### src/rtl/cv32e40p_fault_manager.sv
// cv32e40p_fault_manager
//   Collects TMR voter mismatch flags from the hardened EX units and decides
//   whether a fault is transient or permanent. On the first fault it asks for
//   the EX op to be replayed. If the same op keeps faulting for PERM_THRESH
//   attempts, the block escalates: it holds a stall, raises a sticky flag and
//   fires one IRQ pulse. It also keeps a sticky per-source mask and a
//   saturating total-fault counter.
// Ports
//   clk          core clock, rising edge
//   rst          asynchronous active-high reset
//   fault_i      per-source voter mismatch flags
//   ex_ready_i   EX op retires this cycle
//   clear_i      clears status, counter and permanent state (highest priority)
//   stall_o      holds EX/ID while in REPLAY or PERM
//   replay_o     1-cycle re-issue request for the current EX op
//   perm_fault_o sticky permanent-fault flag
//   irq_o        1-cycle pulse on entry to PERM
//   fault_src_o  sticky OR of every source seen faulting
//   fault_cnt_o  saturating count of fault events
module cv32e40p_fault_manager #(
   parameter int NUM_SRC     = 4,
   parameter int CNT_W       = 8,
   parameter int PERM_THRESH = 3
) (
   input  logic               clk,
   input  logic               rst,
   input  logic [NUM_SRC-1:0] fault_i,
   input  logic               ex_ready_i,
   input  logic               clear_i,
   output logic               stall_o,
   output logic               replay_o,
   output logic               perm_fault_o,
   output logic               irq_o,
   output logic [NUM_SRC-1:0] fault_src_o,
   output logic [CNT_W-1:0]   fault_cnt_o
);

   localparam int CW = $clog2(PERM_THRESH + 1);
   localparam logic [CW-1:0] THR = CW'(PERM_THRESH);

   typedef enum logic [1:0] {S_IDLE, S_REPLAY, S_WAIT, S_PERM} state_t;

   state_t             state, state_n;
   logic [CW-1:0]      consec, consec_n;
   logic [NUM_SRC-1:0] src_n;
   logic [CNT_W-1:0]   cnt_n;
   logic               evt;

   // Faults are only meaningful while an op is executing normally; in REPLAY
   // the op is being re-issued and in PERM we are already escalated. A
   // clear in the same cycle discards the fault entirely.
   assign evt = (|fault_i) && ((state == S_IDLE) || (state == S_WAIT)) && !clear_i;

   always_comb begin
      state_n  = state;
      consec_n = consec;
      src_n    = fault_src_o;
      cnt_n    = fault_cnt_o;

      if (evt) begin
         src_n = fault_src_o | fault_i;
         if (!(&fault_cnt_o)) cnt_n = fault_cnt_o + CNT_W'(1);
      end

      case (state)
         S_IDLE: begin
            if (evt) begin
               state_n  = S_REPLAY;
               consec_n = CW'(1);
            end
         end
         S_REPLAY: state_n = S_WAIT;
         S_WAIT: begin
            // A recurring fault beats retirement in the same cycle.
            if (evt) begin
               if ((consec + CW'(1)) == THR) begin
                  state_n = S_PERM;
               end else begin
                  state_n  = S_REPLAY;
                  consec_n = consec + CW'(1);
               end
            end else if (ex_ready_i) begin
               state_n  = S_IDLE;
               consec_n = '0;
            end
         end
         S_PERM:  state_n = S_PERM;
         default: state_n = S_IDLE;
      endcase

      if (clear_i) begin
         state_n  = S_IDLE;
         consec_n = '0;
         src_n    = '0;
         cnt_n    = '0;
      end
   end

   // Outputs are registered from the next-state decode so they line up with
   // the state they describe and carry no combinational path from inputs.
   always_ff @(posedge clk or posedge rst) begin
      if (rst) begin
         state        <= S_IDLE;
         consec       <= '0;
         fault_src_o  <= '0;
         fault_cnt_o  <= '0;
         stall_o      <= 1'b0;
         replay_o     <= 1'b0;
         perm_fault_o <= 1'b0;
         irq_o        <= 1'b0;
      end else begin
         state        <= state_n;
         consec       <= consec_n;
         fault_src_o  <= src_n;
         fault_cnt_o  <= cnt_n;
         stall_o      <= (state_n == S_REPLAY) || (state_n == S_PERM);
         replay_o     <= (state_n == S_REPLAY);
         perm_fault_o <= (state_n == S_PERM);
         irq_o        <= (state_n == S_PERM) && (state != S_PERM);
      end
   end

endmodule

### config.mk
export PLATFORM = sky130hd
export DESIGN_NAME = cv32e40p_fault_manager
export DESIGN_NICKNAME = d
export VERILOG_FILES = /design/src/rtl/cv32e40p_fault_manager.sv
export SDC_FILE = /design/constraint.sdc
export NUM_CORES = 1
export LEC_CHECK = 0
export ABC_AREA = 1
export CORE_MARGIN = 3
export CORE_UTILIZATION = 54
export DETAILED_ROUTE_END_ITERATION = 16
export DONT_BUFFER_PORTS = 1
export PLACE_DENSITY_LB_ADDON = 0.08
export RECOVER_POWER = 100
export SYNTH_ARGS = -nofsm -noshare
export SYNTH_HDL_FRONTEND = slang
export SYNTH_SLANG_ARGS = --single-unit
### constraint.sdc
create_clock -name clk -period 1.2 [get_ports clk]
set_input_delay 0.18 -clock clk [delete_from_list [all_inputs] [get_ports clk]]
set_output_delay 0.18 -clock clk [all_outputs]
set_load 0.05 [all_outputs]
# After elaboration in Yosys (flattened, before gate mapping)
# Index checks and enable logic that the tools add are counted.
dict set report classes {
  n_reduce_logical 13
  addsub 2
  eq_ne 11
  n_shift 0
  div 0
  magnitude_cmp 0
  mux 17
  mul 0
  n_bitwise 1
}
# cell n
set ops {}
lappend ops {{$mux 8} 3}
lappend ops {{$mux 2} 10}
lappend ops {{$add 8x1->8 const B} 1}
lappend ops {{$eq 2x2->1 const B} 4}
lappend ops {{$mux 4} 2}
lappend ops {{$ne 4x4->1 const B} 2}
lappend ops {{$pmux 2 s4} 1}
lappend ops {{$reduce_and 8->1} 1}
lappend ops {{$eq 2x1->1 const B} 2}
lappend ops {{$ne 2x2->1 const B} 2}
lappend ops {{$or 4x4->4} 1}
lappend ops {{$pmux 2 s2} 1}
lappend ops {{$reduce_and 4->1} 1}
lappend ops {{$reduce_or 4->1} 1}
lappend ops {{$logic_and 1x1->1} 3}
lappend ops {{$ne 3x3->1 const B} 1}
lappend ops {{$reduce_bool 3->1} 1}
lappend ops {{$add 2x1->2 const B} 1}
lappend ops {{$logic_not 2->1} 1}
lappend ops {{$logic_or 1x1->1} 2}
lappend ops {{$reduce_and 2->1} 1}
lappend ops {{$reduce_bool 2->1} 1}
lappend ops {{$logic_not 1->1} 1}
dict set report word_totals {
  input_bits 8
  mem_count 0
  rom_bits 0
  register_bits 20
  ramBits 0
  latchBits 0
  elab_cells 52
}

# Longest topological paths before layout
# Gate-level depths: netlist of run 1.
dict set report depth {
  depth_word 9
  ltp_mapped 8
  ltp_nobuf 8
}

# Least setup slack after synthesis of run 1
# No wires, ideal clock.
dict set report synth_path {
  path_kind {flip-flop to flip-flop}
  startpoint {reg fault_cnt_o[1]}
  endpoint {reg fault_cnt_o[3]}
  synth_period_minus_slack_ps 1534
  path_slack_ps -334
  stages_incl_launch_ff 7
  arrival_time_ps 1416
  setup_time_ps 118
  t_required_ps 1082
  path_buffers 0
  cell_sequence {dfrtp_1 ha_1 nand4_4 nand2_4 inv_4 nand2_1 nand2_1}
}
dict set report synth_via {
  elab_chain_len 4
  elab_cells_between_ends 7
}
# item line
set synth_lines {}
lappend synth_lines {{start, declared} 35} ;# output logic [CNT_W-1:0] fault_cnt_o
lappend synth_lines {{start signal, assigned} 115} ;# fault_cnt_o <= cnt_n;
lappend synth_lines {{$add 8x1->8} 62} ;# if (!(&fault_cnt_o)) cnt_n = fault_cnt_o + CNT_W'(1);
lappend synth_lines {{$mux 8} 62}
lappend synth_lines {{$mux 8} 60} ;# if (evt) begin
lappend synth_lines {{$mux 8} 91} ;# if (clear_i) begin
# Several ways; a longest one is shown, not always the timed one. The select of a mux whose other input is x is not followed.
# A chain may end at the register's enable or synchronous reset.

# Worst setup path after layout of run 1
dict set report layout_path {
  startpoint {reg fault_cnt_o[0]}
  endpoint {reg fault_cnt_o[4]}
}
# The elaborated chain is that of the path after synthesis.

==> metrics.md, run 1 <==
| Metric | Value |
|---|---|
| Status | `complete, but fails checks` |
| Failing checks | `setup timing` |
| Synthesized Nets | `139` |
| Antenna violations before repair | `0` |
| Register area share after synthesis | `0.4668` |
| Die W | `49.43 microns` |
| Crit Path Max Fanout | `5` |
| Post-synth top flop | `dfrtp_1` |
| Io pins | `24` |
| Vias | `1021` |
| Area contributors post-synth | `dfrtp_1, nand2_1, nand3_1, inv_1, nor2_1` |
| Final WS setup | `-0.06911 ns` |
| Total track usage | `0.2215` |
| WP buf/inv | `0` |
| Warnings, synthesis | `0` |
| DIE AREA | `about 2400 sq um` |
| CTS max path bufs | `2` |
| Final #Nets | `172` |
| Required @ worst endpoint | `1.42 ns` |
| Port Buffers | `0` |
| Clock Skew | `0.001855 ns` |
| Congestion Overflow GR | `0` |
| Placer Congestion | `between 0.8 and 0.9` |
| Vias per cell | `5.489` |
| Avg Inst Size Synth | `7.895 sq um` |
| Vias in the first global route | `931` |
| #FFs+latches synth | `19` |
| Fin. max-slew vios | `0` |
| H-Tree Depth | `1` |
| Fillers | `between 100 and 150` |
| PD cells | `1045 nW/um^2` |
| CP max-delay cell | `dfrtp_1` |
| Crit path capture type | `register` |
| Top Family by Delay on Critical Path | `flip-flops` |
| DIE HEIGHT | `49.43 microns` |
| Area of the multi-input gates | `525.5 sq um` |
| Post-DRT Antenna Nets | `0` |
| Max incr delay on CP | `~0.46 ns` |
| Final min period | `approximately 1.3 ns` |
| Final HPWL DP | `1.696 mm` |
| Post-synth top area cell | `dfrtp_1` |
| Cells after Synth | `129` |
| End of the worst hold path | `fault_src_o[2]$_DFFE_PP0P_` |
| Clock latency on the worst-skew pair | `a little over 0.3 ns` |
| Hold Path Stages | `2` |
| Most frequent cells after synthesis | `nand2_1, dfrtp_1, inv_1, nand3_1, nor2_1` |
| EDFF count, synth | `0` |
| Total power | `around 1.4 mW` |
| Worst VDD drop | `0.8655 mV` |
| Detailed Route Iter0 Violations | `57` |
| # Max-Cap Violations | `0` |
| RSZ-0062 raised after global routing | `yes` |
| Drt pass-1 iters | `4` |
| Mapped Area | `about 1000 sq um` |
| Floorplan core area | `1745 sq um` |
| Leakage Power | `0.7165 nW` |
| Share of layout cells above drive strength 1 | `0.3975` |
| FP Rows | `15` |
| Worst Hold Launch | `fault_i[2]` |
| Hold Fails Final Rpt | `0` |
| FFs w/ async S/R, synth | `1.000` |
| Reg-to-Reg Start | `fault_cnt_o[0]$_DFFE_PP0P_` |
| Cell-by-cell trace of the critical path | `ha_4, nand2_1, xor2_1, nor2_1, nand2_2, nand2_1` |
| Initial core utilization | `0.5835` |
| Routed WL | `2.591 mm` |
| Ant diodes | `0` |
| DR WL/cell | `13.93 microns` |
| R2R Path End | `fault_cnt_o[4]$_DFFE_PP0P_` |
| Yosys cell types | `20` |
| Layout area overhead | `35.50%` |
| Setup slack, reg-to-reg | `-0.07 ns` |
| Clock root buffer | `clkbuf_4` |
| CP startpoint kind | `register` |
| Worst-Margin Slew | `approximately 0.46 ns` |
| R2R depth | `6` |
| Hold Path Class | `input pin to register` |
| DRC violations left | `0` |
| Clock Sinks | `19` |
| Final setup violating endpoints | `2` |
| Most frequent cell after synthesis | `nand2_1` |
| Fin crit share | `1.058` |
| Reg clk slew, reported paths | `0.12 ns` |
| Setup_tns | `-0.08103 ns` |
| Highest clock rate | `0.7880 GHz` |
| Sequential cell area | `485.5 sq um` |
| Share of the synthesized area in the top cell type | `0.4668` |
| First-pass GRT wire length | `4.015 mm` |
| WP data arrival | `1.48 ns` |
| Worst slew margin | `0.6951` |
| Most used cell, CP | `nand2_1` |
| Largest net degree at the start of global routing | `20` |
| CTS tree | `built` |
| TritonCTS Buffers | `3` |
| Setup Crit Path Kind | `register to register` |
## sequential cells by signal, indices dropped and copies added (netlist names)
signal,flops
fault_cnt_o,8
consec,2
fault_src_o,4
replay_o,1
state,2
perm_fault_o,1
irq_o,1
## worst max-delay path by stage
stage | start | to | slack (ns) | depth (start not counted)
floorplan | fault_cnt_o[0]$_DFFE_PP0P_ | fault_cnt_o[3]$_DFFE_PP0P_ | -0.08 | 6
global placement | consec[0]$_DFFE_PP0P_ | consec[1]$_DFFE_PP0P_ | 0.03 | 6
detailed placement | consec[0]$_DFFE_PP0P_ | consec[0]$_DFFE_PP0P_ | -0.02 | 7
CTS | fault_cnt_o[4]$_DFFE_PP0P_ | fault_cnt_o[4] | 0.004 | 2
global route | fault_cnt_o[0]$_DFFE_PP0P_ | fault_cnt_o[4]$_DFFE_PP0P_ | -0.14 | 6
finish | fault_cnt_o[0]$_DFFE_PP0P_ | fault_cnt_o[4]$_DFFE_PP0P_ | -0.07 | 6
## worst register-to-register path, stage by stage, from the launching register on
cell     delay [ns]
dfrtp_1        0.46
ha_4           0.21
nand2_1        0.11
xor2_1         0.21
nor2_1         0.08
nand2_2        0.07
nand2_1        0.05
## area by class of cell
cell class	instances	area share
flip-flops and latches	19	0.3518
well taps	25	0.02267
multi-input cells	90	0.3808
repair buffers	28	0.1650
clock buffers	3	0.01632
clock inverters	1	0.005440
inverters	20	0.05802
## kinds of logic (layout without fill, tap and decap cells)
family / after synthesis / in the layout / synth area share
AOI/OAI and AO/OA: 14 / 14 / 0.07494
xor gates and xnor gates: 3 / 3 / 0.02580
adders and majority gates: 2 / 2 / 0.02457
buffers and inverters: 21 / 52 / 0.08354
DFF: 19 / 19 / 0.4668
and+or+nand+nor: 70 / 71 / 0.3243
## metrics by stage
stage            util  setup WS, ns  cells  instance area, sq um  hold WS (ns)
4_1_cts        0.7606      0.003598    182                  1328      0.003583
3_3_place_gp   0.6882       0.02765    170                  1201        0.1058
5_1_grt        0.7907       -0.1381    186                  1380       0.01254
3_5_place_dp   0.6882      -0.01758    170                  1201        0.1058
6_report       0.7907      -0.06911    186                  1380       0.01974
2_1_floorplan       -      -0.07559    129                  1050        0.1305
## where the power goes
part	internal [mW]	switching (mW)	total, mW
Combinational	0.127	0.233	0.361
Sequential	0.679	0.0527	0.732
Clock	0.127	0.222	0.349
## layer usage
layer | share of wire | track usage | up-vias
met5 | 0 | 0 | -
met4 | 0.025 | 0.1060 | 0
met3 | 0.074 | 0.03058 | 7
met2 | 0.47 | 0.3772 | 55
met1 | 0.43 | 0.2754 | 474
li1 | - | - | 485
## layout by cell type, fill, tap and decap left out, drive strengths merged
cell / Yosys / final
a21oi: 7 / 7
buf: 1 / 18
clkbuf: 0 / 11
clkinvlp: 0 / 1
dfrtp: 19 / 19
dlygate4sd3: 0 / 2
ha: 2 / 2
inv: 20 / 20
nand2: 34 / 35
nand3: 12 / 12
nand4: 8 / 8
nor2: 15 / 15
o21ai: 6 / 6
o21bai: 1 / 1
or2: 1 / 1
xnor2: 1 / 1
xor2: 2 / 2
## repair_timing
action,in CTS,in global routing
endpoints found under the setup margin,4,11
hold buffers,2,0
gates resized for setup,9,15
endpoints found under the hold margin,23,0
setup buffers,7,3
pin swaps,6,15
cloned,0,1
No activity file was read; power rests on OpenSTA's default activity.
==> inputs of run 2 (changes only) <==
--- a/config.mk
+++ b/config.mk
@@ -6,8 +6,9 @@
 export NUM_CORES = 1
 export LEC_CHECK = 0
 export ABC_AREA = 1
-export CORE_MARGIN = 3
+export CORE_MARGIN = 2
 export CORE_UTILIZATION = 54
+export CTS_CLUSTER_DIAMETER = 40
 export DETAILED_ROUTE_END_ITERATION = 16
 export DONT_BUFFER_PORTS = 1
 export PLACE_DENSITY_LB_ADDON = 0.08
==> run 2 against run 1 <==
The flow still finishes with violations (setup timing). Core utilization increased by 3.9 points. Sequential share of layout area decreased by 1.6 points. Clock skew increased by 0.0041 ns. Critical endpoint is now consec[1]$_DFFE_PP0P_.
==> metrics.md, run 2 (synthesis results as in run 1) <==
| Metric | Value |
|---|---|
| Dpl ws | `-0.04146 ns (was -0.01758 ns)` |
| CP max-delay cell | `dfrtp_1 (unchanged)` |
| Worst VDD drop | `0.8886 mV (was 0.8655 mV)` |
| Final HPWL DP | `1.644 mm (was 1.696 mm)` |
| Hold Path Class | `input pin to register (unchanged)` |
| Antenna violations before repair | `0 (unchanged)` |
| Total power | `1.448 mW (was 1.442 mW)` |
| Detailed Route Iter0 Violations | `62 (was 57)` |
| DRC violations left | `0 (unchanged)` |
| Drt pass-1 iters | `4 (unchanged)` |
| Final instance area | `1449 sq um (was 1380 sq um)` |
| Leakage Power | `0.7721 nW (was 0.7165 nW)` |
| Routed WL | `3.106 mm (was 2.591 mm)` |
| Cell-by-cell trace of the critical path | `inv_2, ha_4, inv_2, nor2_2, nand4_1, nand3_1, nand2_1, nand2_1 (was ha_4, nand2_1, xor2_1, nor2_1, nand2_2, nand2_1)` |
| CTS tree | `built (unchanged)` |
| Worst slew margin | `0.6957 (was 0.6951)` |
| DIE HEIGHT | `47.43 microns (was 49.43 microns)` |
| Status | `complete, but fails checks (unchanged)` |
| Reg clk slew, reported paths | `0.11 ns (was 0.12 ns)` |
| Floorplan core area | `1745 sq um (unchanged)` |
| Initial core utilization | `0.5835 (unchanged)` |
| Vias per cell | `5.874 (was 5.489)` |
| Setup Crit Path Kind | `register to register (unchanged)` |
| Fin. max-slew vios | `0 (unchanged)` |
| Share of layout cells above drive strength 1 | `0.4545 (was 0.3975)` |
| Largest regs | `fault_cnt_o (8), fault_src_o (4) (unchanged)` |
| Hold Fails Final Rpt | `0 (unchanged)` |
| Top Family by Delay on Critical Path | `simple AND/OR/NAND/NOR gates (was flip-flops)` |
| Failing checks | `setup timing (unchanged)` |
| TritonCTS Buffers | `3 (unchanged)` |
| Fillers | `97 (was 126)` |
| CP startpoint kind | `register (unchanged)` |
| Worst-Margin Slew | `0.4567 ns (was 0.4577 ns)` |
| # Max-Cap Violations | `0 (unchanged)` |
| H-Tree Depth | `1 (unchanged)` |
| Post-DP Area | `1201 sq um (unchanged)` |
| PD cells | `999.6 nW/um^2 (was 1045 nW/um^2)` |
| Max incr delay on CP | `0.40 ns (was 0.46 ns)` |
| Placer Congestion | `0.9192 (was 0.8447)` |
| CTS max path bufs | `2 (unchanged)` |
| RSZ-0062 raised after global routing | `yes (unchanged)` |
| Clock latency on the worst-skew pair | `0.31 ns (about the same)` |
| WP data arrival | `1.62 ns (was 1.48 ns)` |
| Total track usage | `0.2441 (was 0.2215)` |
| Post-DRT Antenna Nets | `0 (unchanged)` |
| Vias in the first global route | `871 (was 931)` |
| Clock Skew | `0.005906 ns (was 0.001855 ns)` |
| Final WS setup | `-0.1768 ns (was -0.06911 ns)` |
| Ant diodes | `0 (unchanged)` |
| Largest net degree at the start of global routing | `20 (unchanged)` |
| FP Rows | `15 (unchanged)` |
| DR WL/cell | `16.35 microns (was 13.93 microns)` |
| First-pass GRT wire length | `3.746 mm (was 4.015 mm)` |
| Layout area overhead | `42.26% (was 35.50%)` |
| Final setup violating endpoints | `13 (was 2)` |
| WP buf/inv | `2 (was 0)` |
| Fin crit share | `1.147 (was 1.058)` |
| Vias | `1116 (was 1021)` |
| DIE AREA | `2250 sq um (was 2443 sq um)` |
| Hold WS | `0.01701 ns (was 0.01974 ns)` |
| Final min period | `1.377 ns (was 1.269 ns)` |
| Clock root buffer | `clkbuf_4 (unchanged)` |
| Clock Sinks | `19 (unchanged)` |
| Crit Path Max Fanout | `4 (was 5)` |
| Commonest cells after routing, fill and taps aside | `nand2_1, nor2_1, inv_1, buf_4 (was nand2_1, buf_4, nand3_1)` |
| Die W | `47.43 microns (was 49.43 microns)` |
| Final #Nets | `176 (was 172)` |
| Crit path capture type | `register (unchanged)` |
| Max FFs per register | `8 (unchanged)` |
| Highest clock rate | `0.7263 GHz (was 0.7880 GHz)` |
| Congestion Overflow GR | `0 (unchanged)` |
| Port Buffers | `0 (unchanged)` |
| Io pins | `24 (unchanged)` |
| Most common cell after layout, fill and taps aside | `nand2_1 (unchanged)` |
| Register with the most flip-flops | `fault_cnt_o (unchanged)` |
| Required @ worst endpoint | `1.45 ns (was 1.42 ns)` |
## run 2: metrics by stage
stage | utilization | TNS [ns] | cells
4_1_cts | 0.7885 | -0.03137 | 187
3_3_place_gp | 0.6882 | 0 | 170
6_report | 0.8301 | -0.8364 | 190
5_1_grt | 0.8301 | -1.350 | 190
3_5_place_dp | 0.6882 | -0.06858 | 170
2_1_floorplan | - | -0.3060 | 129
## run 2: layout make-up
class | count | area, sq um | share of cell area
Tap cell | 25 | 31.28 | 0.02159
Timing Repair Buffer | 32 | 267.8 | 0.1848
Sequential cell | 19 | 486.7 | 0.3359
Multi-Input combinational cell | 90 | 554.3 | 0.3826
Clock buffer | 4 | 26.28 | 0.01813
Inverter | 20 | 82.58 | 0.05699
## run 2: worst paths after layout
check	startpoint	slack (ns)	depth (start not counted)	endpoint
min in group asynchronous	rst	0.40	3	fault_cnt_o[6]$_DFFE_PP0P_
min	clear_i	0.02	3	fault_cnt_o[3]$_DFFE_PP0P_
max in group asynchronous	rst	0.46	3	state[0]$_DFF_PP0_
max reg2reg	consec[0]$_DFFE_PP0P_	-0.18	8	consec[1]$_DFFE_PP0P_
min reg2reg	fault_src_o[2]$_DFFE_PP0P_	0.50	2	fault_src_o[2]$_DFFE_PP0P_
max	consec[0]$_DFFE_PP0P_	-0.18	8	consec[1]$_DFFE_PP0P_
## run 2: power breakdown
part,internal [mW],switching (mW),total [mW]
logic,0.128,0.250,0.378
clock network,0.130,0.206,0.336
registers,0.680,0.0542,0.734
total,0.938,0.510,1.45
## run 2: what timing repair did
action / 4_1_cts / 5_1_grt
pin swaps: 8 / 14
resized for setup: 13 / 26
hold buffers: 2 / 0
buffers inserted: 11 / 3
gates cloned: 0 / 1
endpoints found under the setup margin: 4 / 15
endpoints found under the hold margin: 23 / 0
## run 2: worst reg2reg max path, cell delays in order, from the launching register on
cell and delay, ns:
dfrtp_1 0.40, inv_2 0.09, ha_4 0.13, inv_2 0.04, nor2_2 0.10, nand4_1 0.24
nand3_1 0.19, nand2_1 0.08, nand2_1 0.07
## run 2: layer usage
layer,share of wire,track usage,routed length [microns],vias to the layer above
met5,0,0,0,-
met4,0.035,0.1000,110,0
met3,0.12,0.03774,361,15
met2,0.46,0.3784,1416,92
met1,0.39,0.3431,1217,516
li1,-,-,-,493
==> inputs of run 3 (changes only) <==
--- a/config.mk
+++ b/config.mk
@@ -13,6 +13,7 @@
 export DONT_BUFFER_PORTS = 1
 export PLACE_DENSITY_LB_ADDON = 0.08
 export RECOVER_POWER = 100
+export SKIP_LAST_GASP = 1
 export SYNTH_ARGS = -nofsm -noshare
 export SYNTH_HDL_FRONTEND = slang
 export SYNTH_SLANG_ARGS = --single-unit
==> run 3 against run 2 <==
The run still ends with setup timing left. Routed wire length shrank 17%. Flip-flop and latch count is the same. Worst hold slack lost 0.014 ns. Maximum frequency grew 9.6%. Die area is the same. Clock-buffer cell count is the same. Combinational power shrank 4%. Non-clock buffer count shrank 1. Critical path depth is the same.
==> metrics.md, run 3 (synthesis results as in run 1) <==
| Metric | Value |
|---|---|
| Most common cell after layout, fill and taps aside | `nand2_1 (unchanged)` |
| CP startpoint kind | `register (unchanged)` |
| Clock Sinks | `19 (unchanged)` |
| WP data arrival | `1.51 ns (was 1.62 ns)` |
| Congestion Overflow GR | `0 (unchanged)` |
| Vias in the first global route | `860 (was 871)` |
| Register with the most flip-flops | `fault_cnt_o (unchanged)` |
| Final instance area | `1410 sq um (was 1449 sq um)` |
| Routed WL | `2.566 mm (was 3.106 mm)` |
| Detailed Route Iter0 Violations | `27 (was 62)` |
| Reg-to-Reg Start | `consec[0]$_DFFE_PP0P_ (unchanged)` |
| Clock root buffer | `clkbuf_4 (unchanged)` |
| R2R Path End | `consec[0]$_DFFE_PP0P_ (was consec[1]$_DFFE_PP0P_)` |
| Final WS setup | `-0.05568 ns (was -0.1768 ns)` |
| Floorplan core area | `1745 sq um (unchanged)` |
| Antenna violations before repair | `0 (unchanged)` |
| Fin. max-slew vios | `0 (unchanged)` |
| Largest regs | `fault_cnt_o (8), fault_src_o (4) (unchanged)` |
| Worst Hold Launch | `clear_i (unchanged)` |
| Failing checks | `setup timing (unchanged)` |
| Commonest cells after routing, fill and taps aside | `nand2_1, buf_4, nor2_1, inv_1, nand3_1 (was nand2_1, nor2_1, inv_1, buf_4)` |
| Final #Nets | `175 (was 176)` |
| Final std cells w/o fill | `189 (was 190)` |
| Placed insts | `170 (unchanged)` |
| Required @ worst endpoint | `1.45 ns (about the same)` |
| Hold Fails Final Rpt | `0 (unchanged)` |
| Fin crit share | `1.046 (was 1.147)` |
| Largest net degree at the start of global routing | `20 (unchanged)` |
| DIE HEIGHT | `47.43 microns (unchanged)` |
| Max FFs per register | `8 (unchanged)` |
| Highest clock rate | `0.7964 GHz (was 0.7263 GHz)` |
| Worst-Margin Slew | `0.4569 ns (was 0.4567 ns)` |
| Die W | `47.43 microns (unchanged)` |
| Reg clk slew, reported paths | `0.11 ns (about the same)` |
| Worst VDD drop | `0.8349 mV (was 0.8886 mV)` |
| Crit Path Max Fanout | `4 (unchanged)` |
| # Max-Cap Violations | `0 (unchanged)` |
| Placer Congestion | `0.9192 (unchanged)` |
| Initial core utilization | `0.5835 (unchanged)` |
| Total track usage | `0.2393 (was 0.2441)` |
| RSZ-0062 raised after global routing | `yes (unchanged)` |
| Area of the multi-input gates | `530.5 sq um (was 554.3 sq um)` |
| Setup Crit Path Kind | `register to register (unchanged)` |
| Drt pass-1 iters | `4 (unchanged)` |
| Post-DP Area | `1201 sq um (unchanged)` |
| Port Buffers | `0 (unchanged)` |
| Share of layout cells above drive strength 1 | `0.4085 (was 0.4545)` |
| Worst slew margin | `0.6956 (was 0.6957)` |
| Leakage Power | `0.7440 nW (was 0.7721 nW)` |
| Final min period | `1.256 ns (was 1.377 ns)` |
| Setup slack, reg-to-reg | `-0.06 ns (was -0.18 ns)` |
| PD cells | `1015 nW/um^2 (was 999.6 nW/um^2)` |
| Post-DRT Antenna Nets | `0 (unchanged)` |
| DRC violations left | `0 (unchanged)` |
| Final setup violating endpoints | `5 (was 13)` |
| Ant diodes | `0 (unchanged)` |
| End of the worst hold path | `fault_cnt_o[3]$_DFFE_PP0P_ (unchanged)` |
| Fillers | `114 (was 97)` |
| Hold Path Class | `input pin to register (unchanged)` |
| TritonCTS Buffers | `3 (unchanged)` |
| Total power | `1.432 mW (was 1.448 mW)` |
| Crit path capture type | `register (unchanged)` |
| R2R depth | `8 (unchanged)` |
| Vias | `1018 (was 1116)` |
| Clock latency on the worst-skew pair | `0.31 ns (about the same)` |
| Clock Skew | `0.007501 ns (was 0.005906 ns)` |
| Vias per cell | `5.386 (was 5.874)` |
| Final HPWL DP | `1.644 mm (unchanged)` |
| DIE AREA | `2250 sq um (unchanged)` |
| Hold Path Stages | `3 (unchanged)` |
| H-Tree Depth | `1 (unchanged)` |
| First-pass GRT wire length | `3.670 mm (was 3.746 mm)` |
| Status | `complete, but fails checks (unchanged)` |
| DR WL/cell | `13.58 microns (was 16.35 microns)` |
| Sequential cell area | `486.7 sq um (unchanged)` |
| CTS max path bufs | `2 (unchanged)` |
| Io pins | `24 (unchanged)` |
| FP Rows | `15 (unchanged)` |
| Layout area overhead | `38.45% (was 42.26%)` |
| CTS tree | `built (unchanged)` |
-- run 3: layout make-up --
class	count	area share
inverters	20	0.05679
well taps	25	0.02218
clock buffers	4	0.01863
repair buffers	31	0.1810
multi-input cells	90	0.3762
flip-flops and latches	19	0.3452
-- run 3: power by group --
part	internal (mW)	leakage (nW)	total (mW)	switching, mW
clock	0.130	0.0150	0.337	0.206
combinational	0.128	0.489	0.364	0.237
sequential	0.680	0.240	0.730	0.0504
total	0.938	0.744	1.43	0.494
-- run 3: worst max path at each step --
stage | from | end | depth (start not counted)
after CTS | consec[0]$_DFFE_PP0P_ | consec[0]$_DFFE_PP0P_ | 8
final | consec[0]$_DFFE_PP0P_ | consec[0]$_DFFE_PP0P_ | 8
after floorplan | fault_cnt_o[0]$_DFFE_PP0P_ | fault_cnt_o[3]$_DFFE_PP0P_ | 6
after detailed placement | consec[0]$_DFFE_PP0P_ | consec[0]$_DFFE_PP0P_ | 8
after global routing | consec[0]$_DFFE_PP0P_ | consec[1]$_DFFE_PP0P_ | 8
after global placement | consec[0]$_DFFE_PP0P_ | consec[1]$_DFFE_PP0P_ | 6
-- run 3: critical path, stage by stage (launching register included) --
cell and delay [ns]:
dfrtp_1 0.40, inv_2 0.09, ha_4 0.13, inv_2 0.04
nor2_2 0.07, nand4_1 0.19, nand3_1 0.16, nand2_1 0.07
nand2_1 0.06
-- run 3: layer usage --
metal	wire length, microns	global-route usage
met3	194	0.03774
met2	1217	0.3703
met4	40	0.1000
met5	0	0
met1	1113	0.3358
-- run 3: through the flow --
stage          utilization  hold WS (ns)  TNS (ns)  worst slack, ns
2_1_floorplan            -        0.1305   -0.3060         -0.07559
3_3_place_gp        0.6882        0.1043         0          0.03591
3_5_place_dp        0.6882        0.1107  -0.06858         -0.04146
4_1_cts             0.7857       0.01078  -0.04020         -0.02026
5_1_grt             0.8079     -0.002848   -0.5599          -0.1132
6_report            0.8079      0.003360   -0.1512         -0.05568
-- run 3: repair_timing --
item | 4_1_cts | 5_1_grt
pin swaps | 7 | 8
buffers inserted | 11 | 2
endpoints found under the hold margin | 23 | 0
gates cloned | 0 | 1
endpoints found under the setup margin | 4 | 15
gates resized for setup | 12 | 15
hold buffers | 2 | 0
